===== config.mk =====
export PLATFORM = sky130hd
export DESIGN_NAME = count_sequencer
export DESIGN_NICKNAME = d
export VERILOG_FILES = /design/src/rtl/count_sequencer.sv
export SDC_FILE = /design/constraint.sdc
export NUM_CORES = 1
export LEC_CHECK = 0
export ABC_AREA = 1
export CORE_MARGIN = 2
export CORE_UTILIZATION = 35
export DETAILED_ROUTE_END_ITERATION = 8
export PLACE_DENSITY = 0.58
export SLEW_MARGIN = 20
export SYNTH_ARGS = -nofsm -noshare
export SYNTH_HDL_FRONTEND = slang
export SYNTH_SLANG_ARGS = --single-unit

===== constraint.sdc =====
create_clock -name Clk -period 3.5 [get_ports Clk]
set_input_delay 0.525 -clock Clk [delete_from_list [all_inputs] [get_ports Clk]]
set_output_delay 0.525 -clock Clk [all_outputs]
set_load 0.02 [all_outputs]

===== src/rtl/count_sequencer.sv =====
// count_sequencer: bounded run controller for the prescaled 4-bit counter.
// It owns the rate divider and the count register. It counts up from 0 to
// Limit, or down from Limit to 0, one step per divided period.
// Optional feature macro: COUNT_SEQUENCER_AUTO_RELOAD_EN. When it is defined,
// the count reloads at the end value, the run never stops, and Done pulses.
module count_sequencer #(
  parameter int BoardFreq = 50_000_000,
  parameter int Bits      = 27
) (
  input  logic       Clk,
  input  logic       Rst,
  input  logic       Start,
  input  logic       Pause,
  input  logic       Abort,
  input  logic       Dir,
  input  logic [1:0] Rate,
  input  logic [3:0] Limit,
  output logic [3:0] Q,
  output logic       Tick,
  output logic       Busy,
  output logic       Done
);

  typedef enum logic [1:0] {IDLE, RUN, PAUSE, DONE} state_t;

  // Terminal prescaler values for the four rate selects (div - 1).
  localparam logic [Bits-1:0] DIV_M1_0 = Bits'((BoardFreq >> 0) - 1);
  localparam logic [Bits-1:0] DIV_M1_1 = Bits'((BoardFreq >> 1) - 1);
  localparam logic [Bits-1:0] DIV_M1_2 = Bits'((BoardFreq >> 2) - 1);
  localparam logic [Bits-1:0] DIV_M1_3 = Bits'((BoardFreq >> 3) - 1);

  state_t          state, state_n;
  logic [Bits-1:0] presc, presc_n;
  logic [Bits-1:0] div_m1;
  logic [3:0]      q_n;
  logic            tick_n, busy_n, done_n;

  // Run configuration captured on an accepted Start.
  logic            dir_r, dir_n;
  logic [1:0]      rate_r, rate_n;
  logic [3:0]      limit_r, limit_n;

  logic [3:0]      end_val;
  logic            term;
  logic            reload;
`ifdef COUNT_SEQUENCER_AUTO_RELOAD_EN
  logic [3:0]      start_val;
`endif

  // Decode the latched rate into the terminal prescaler count.
  always_comb begin
    div_m1 = DIV_M1_0;
    case (rate_r)
      2'd0: div_m1 = DIV_M1_0;
      2'd1: div_m1 = DIV_M1_1;
      2'd2: div_m1 = DIV_M1_2;
      2'd3: div_m1 = DIV_M1_3;
      default: div_m1 = DIV_M1_0;
    endcase
  end

  // The end value depends on the run direction. The prescaler is terminal
  // on the last cycle of each divided period.
  always_comb begin
    end_val = dir_r ? 4'd0 : limit_r;
    term    = (presc == div_m1);
`ifdef COUNT_SEQUENCER_AUTO_RELOAD_EN
    start_val = dir_r ? limit_r : 4'd0;
`endif
  end

  // Next state and next register values. Abort has priority over Pause.
  // Pause has priority over a tick. Start is only looked at outside a run.
  always_comb begin
    state_n = state;
    presc_n = presc;
    q_n     = Q;
    tick_n  = 1'b0;
    reload  = 1'b0;
    dir_n   = dir_r;
    rate_n  = rate_r;
    limit_n = limit_r;

    case (state)
      IDLE, DONE: begin
        if (state == IDLE) q_n = 4'd0;
        if (Abort) begin
          state_n = IDLE;
          q_n     = 4'd0;
        end else if (Start) begin
          dir_n   = Dir;
          rate_n  = Rate;
          limit_n = Limit;
          q_n     = Dir ? Limit : 4'd0;
          presc_n = '0;
          state_n = RUN;
        end
      end

      RUN, PAUSE: begin
        if (Abort) begin
          state_n = IDLE;
          q_n     = 4'd0;
          presc_n = '0;
        end else if (Pause) begin
          // Freeze in place. The prescaler and Q keep their values.
          state_n = PAUSE;
        end else begin
          // Leaving PAUSE resumes on this same edge, so the hold lasts
          // exactly as many cycles as Pause was high.
          state_n = RUN;
          if (term) begin
            presc_n = '0;
            tick_n  = 1'b1;
            if (Q != end_val) begin
              q_n = dir_r ? (Q - 4'd1) : (Q + 4'd1);
            end else begin
`ifdef COUNT_SEQUENCER_AUTO_RELOAD_EN
              q_n    = start_val;
              reload = 1'b1;
`else
              state_n = DONE;
`endif
            end
          end else begin
            presc_n = presc + 1'b1;
          end
        end
      end

      default: begin
        state_n = IDLE;
        q_n     = 4'd0;
        presc_n = '0;
      end
    endcase

    busy_n = (state_n == RUN) || (state_n == PAUSE);
    done_n = (state_n == DONE) || reload;
  end

  // State, counters, latched configuration and registered outputs.
  always_ff @(posedge Clk) begin
    if (Rst) begin
      state   <= IDLE;
      presc   <= '0;
      Q       <= 4'd0;
      Tick    <= 1'b0;
      Busy    <= 1'b0;
      Done    <= 1'b0;
      dir_r   <= 1'b0;
      rate_r  <= 2'd0;
      limit_r <= 4'd0;
    end else begin
      state   <= state_n;
      presc   <= presc_n;
      Q       <= q_n;
      Tick    <= tick_n;
      Busy    <= busy_n;
      Done    <= done_n;
      dir_r   <= dir_n;
      rate_r  <= rate_n;
      limit_r <= limit_n;
    end
  end

endmodule


Yosys cells after proc, flatten, opt, wreduce, memory -nomap -nowiden
Index checks and enable logic that the tools add are counted.
- register bits: 43
- input port bits: 12
- output and inout bits: 7
- word-level logic and storage cells: 66
- add/subtract/negate cells: 3
- eq/ne operators: 17
- mux-type cells: 26
- bitwise logic cells: 2
- reductions and logical operators: 9
- operators with widths (cell ; count):
    two-way mux 27 bit ; 5
    case mux 27 bit (4 select lines) ; 1
    case mux 27 bit (2 select lines) ; 1
    two-way mux 4 bit ; 10
    adder 27 x 1 -> 27 bit (second input constant) ; 1
    equality test 27 bit ; 1
    equality test 2 bit (second input constant) ; 6
    two-way mux 2 bit ; 6
    inequality test 3 bit (second input constant) ; 3
    case mux 4 bit (2 select lines) ; 1
    equality test 2 x 1 -> 1 bit (second input constant) ; 3
    AND reduction 3 bit ; 2
    adder 4 x 1 -> 4 bit (second input constant) ; 1
    zero test 2 bit ; 2
    inequality test 2 bit (second input constant) ; 2
    inequality test 4 bit ; 1
    inequality test 4 bit (second input constant) ; 1
    case mux 2 bit (2 select lines) ; 1
    AND reduction 4 bit ; 1
    OR reduction 2 bit ; 2
    OR reduction 4 bit ; 1
    subtractor 4 x 1 -> 4 bit (second input constant) ; 1
    inverter 1 bit ; 2
    logical OR 1 bit ; 1
    two-way mux 1 bit ; 1

Depth between registers and ports, before layout
- word-level depth: 9
- mapped depth: 14
- depth with buffers taken out: 12

Least setup slack after synthesis
Ideal clock, no wire load.
- kind: register -> register
- from: reg state[0]
- to: reg Busy
- library setup time: 0.128 ns
- data arrival time: 1.676 ns
- data required time: 3.372 ns
- slack: 1.696 ns
- stages on the path, launching flop included: 12
- path buffers: 0
- cells stage by stage: dfxtp_1 ha_1 inv_1 nor2_2 o21ai_0 nor2_1 and2_1 nand3_1 nand2_1 ha_1 inv_1 nor2_1
- cells in the longest elaborated chain, start to end: 5
- elaborated cells between the ends (all ways): 12
- RTL lines (what ; line ; source):
    start, declared ; 32 ; state_t state, state_n;
    start signal, assigned ; 155 ; state <= state_n;
    equality test 2 x 1 -> 1 bit, or another cell as far along ; 84 ; case (state)
    OR reduction 2 bit or two-way mux 2 bit (tied branches) ; 84, 87 ;
    case mux 2 bit (2 select lines) (*) ; 84 ;
    equality test 2 x 1 -> 1 bit or equality test 2 bit (tied branches) ; 138 ; busy_n = (state_n == RUN) || (state_n == PAUSE);
    logical OR 1 bit (*) ; 138 ;
    net busy_n ; 36 ; logic tick_n, busy_n, done_n;
    end signal, assigned ; 159 ; Busy <= busy_n;
    end, declared ; 20 ; output logic Busy,
Mark *: on every way through the listed nets, which the timed path passes. The rest lies on a longest branch.
A chain may end at the register's enable or synchronous reset.

Worst setup path in the final report
- from: in Abort
- to: reg presc[21]
- cells in the longest elaborated chain, start to end: 2
- elaborated cells between the ends (all ways): 5
- RTL lines (what ; line ; source):
    start, declared ; 14 ; input logic Abort,
    inequality test 3 bit (no line), or another cell as far along ; -- ;
    AND reduction 3 bit (no line) or case mux 27 bit (2 select lines) (tied branches) ; -- ;
    end signal, assigned ; 156 ; presc <= presc_n;
    end, declared ; 33 ; logic [Bits-1:0] presc, presc_n;
Parallel ways exist; a longest one is shown, timed or not.

==> reports/metrics.csv <==
stage;metric;value;unit
outcome;status;finished clean;
logic_synthesis;syn_nets;435;
clock_network;cts_tree;yes;
routing;viasPerCell;4.86;
die;die-area;8420;um2
final_layout;mostFrequentLayoutCells;102 x nand2_1, 74 x nor2_1, 49 x inv_1;
timing;grt_setup_unrepaired;false;
final_layout;nets;453;
critical_path;required;3730;ps
timing;final_max_slew_viol_count;0;
logic_synthesis;synthMuxAreaShare;0.371;%
clock_network;clk_pin_slew;80;ps
timing;hold_violations;0;
timing;setup_viol;0;
global_routing;grt_max_degree;27;
routing;ant_nets;0;
critical_path;timing.critical_path.buf_inv;2;
power_and_ir_drop;p_leak;0.00121;uW
clock_network;cts-resized-gates;0;
clock_network;postCtsHoldBufs;0;
global_routing;grt_pass1_wl;11.8;mm
global_routing;antenna_found_initial;0;
logic_synthesis;synth_xor_area_share;7.80;%
critical_path;critPathLaunchType;input port;
timing;max_freq;414;MHz
logic_synthesis;yosys.area_share.simple;38.8;%
power_and_ir_drop;ir_drop;0.165;mV
flow_run;drv_cap;0;
placement;hpwl;5.35;mm
critical_path;cpMostUsedCell;nand2_1;
die;dieWidth;91.8;um
critical_path;max_stage_delay;500;ps
logic_synthesis;synth.avg_cell_area;6.47;um2
logic_synthesis;postSynthCellCount;417;
global_routing;grt-ovfl-total;0;
die;core-area;7610;um2
timing;relSlewSlack;64.5;%
timing;period_minus_slack;2410;ps
critical_path;critical_path_class;input port to flop;
final_layout;final_area;3050;um2
routing;drt-wirelength-per-cell;12.7;um
routing;first_pass_iters;5;
final_layout;final_common_cell;nand2_1;
logic_synthesis;yosys_warnings;0;
timing;tightest_slew;532;ps
critical_path;cp_max_fo;12;
critical_path;path_cells;clkdlybuf4s50_1 -> nor2_1 -> nand2_1 -> nand2_1 -> buf_4 -> nand4_1 -> nor2_1 -> nand2_1 -> o21ai_0 -> nand2_1 -> nor2_1;
critical_path;critPathTopFamily;simple AND/OR/NAND/NOR gates;
logic_synthesis;netlist_area;2700;um2
timing;period_share;69.0;%
min_path;hold_class;flop to flop;
clock_network;clock_latency;290;ps
logic_synthesis;synthDistinctLibCells;35;
routing;drt-total-wl;6.81;mm
final_layout;drive_above_1_share;4.36;%
clock_network;numCtsBuffers;5;
final_layout;diodes;0;
final_layout;layout-area-overhead-vs-synth;13.1;%
power_and_ir_drop;pwr_density_cell;338;nW/um2
logic_synthesis;synth_top_family_by_area;simple AND/OR/NAND/NOR gates;
die;num_rows;32;
routing;drc;0;
clock_network;cts_max_level;2;
die;pin_count;19;
logic_synthesis;synth_compound_area_share;8.63;%
critical_path;cpMaxStageDelayCell;clkdlybuf4s50_1;
placement;place_congestion;0.890;
critical_path;worstPathArrival;2650;ps
logic_synthesis;yosys_register_bits;43;
clock_network;cts_root_buffer;clkbuf_8;
timing;skew;6.08;ps
clock_network;cts_max_path_buffers;2;
logic_synthesis;synthAdderAreaFrac;3.06;%
clock_network;post-cts-setup-buffer-count;0;
placement;dpl_cell_area;2950;um2
clock_network;clkSinkCount;43;
global_routing;grt_pass1_vias;2454;
routing;drt_iter0_markers;188;
placement;portBuffers;18;
die;start_util;35.4;%
global_routing;grt_usage;17.2;%
timing;tns;0;ps
die;die_h;91.8;um
routing;vias;2613;
critical_path;endpoint_kind;flop;
logic_synthesis;ys_seq_area_share;31.9;%
[registers in the layout, summed over array words and instances, names as in the netlist]
name     cells
dir_r        1
state        2
presc       27
Done         1
Q            4
Busy         1
limit_r      4
Tick         1
rate_r       2
[worst reg2reg max path, cell delays in order, from the launching register on]
cell     delay (ps)
dfxtp_1         320
ha_1            330
nor2_1          190
nand2_1         260
nand2_1         180
buf_4           230
nand4_1         130
nor2_1          210
nand2_1         110
o21ai_0         160
nand2_1          60
nor2_1           80
[report_power, final]
| group | switching [uW] | internal, uW | leakage (uW) |
|---|---|---|---|
| clock | 166 | 180 | 0.0000515 |
| combinational | 99.0 | 63.8 | 0.000810 |
| sequential | 19.4 | 502 | 0.000348 |
| total | 284 | 746 | 0.00121 |
[layer usage]
layer  wire length (um)  part of all wire [%]  GRT usage, %  vias up
met5                  0                     0             0        -
met4                106                   1.6          5.22        0
met3                370                   5.4          3.12       10
met2               2840                    42          25.6       76
met1               3500                    51          25.3     1165
li1                   -                     -             -     1362
[through the flow]
step / power [uW] / hold WS, ps / worst slack [ps] / util, % / cells
after floorplan: 647 / 445 / 1700 / - / 417
after global placement: 694 / 459 / 869 / 38.8 / 530
after detailed placement: 696 / 464 / 802 / 38.8 / 530
after CTS: 1040 / 475 / 1090 / 40.1 / 538
after global routing: 1090 / 516 / 826 / 40.1 / 538
final: 1030 / 477 / 1090 / 40.1 / 538
[cell usage after synthesis, drive strengths merged]
cell type	n	area share, %
nand2	107	16
nor2	76	11
inv	50	7.0
dfxtp	43	32
nand3	33	6.1
a21oi	18	3.3
o21ai	18	3.3
xor2	18	5.8
nor3	10	2.2
nand4	9	2.1
buf	6	2.0
xnor2	6	1.9
ha	5	2.3
and3	2	0.51
clkbuf	2	0.28
nand3b	2	0.56
o22ai	2	0.46
a21o	1	0.28
a32oi	1	0.32
and2	1	0.23
clkinv	1	0.14
fa	1	0.74
mux2i	1	0.37
nor4	1	0.23
o211ai	1	0.28
o2bb2ai	1	0.32
o31ai	1	0.28
[path summary, 6_finish.rpt]
| check | start | end | slack, ps | cells past startpoint |
|---|---|---|---|---|
| worst max-delay path | Abort | presc[21] | 1090 | 11 |
| worst min-delay path | limit_r[1] | limit_r[1] | 480 | 2 |
| worst min register to register | limit_r[1] | limit_r[1] | 480 | 2 |
| worst max register to register | state[0] | presc[21] | 1190 | 11 |
[layout make-up]
type	instances	area [um2]
Clock buffer	8	100
Fill cell	815	4560
Inverter	51	191
Multi-Input combinational cell	315	1580
Sequential cell	43	861
Tap cell	102	128
Timing Repair Buffer	19	188
[cell families after synthesis]
family	count (synthesis)
simple gates	241
flops	43
compound gates	43
fa+ha+maj	6
mux	1
xor+xnor	24
buf+inv	59
Note: power is estimated with default switching activity, not from simulation.
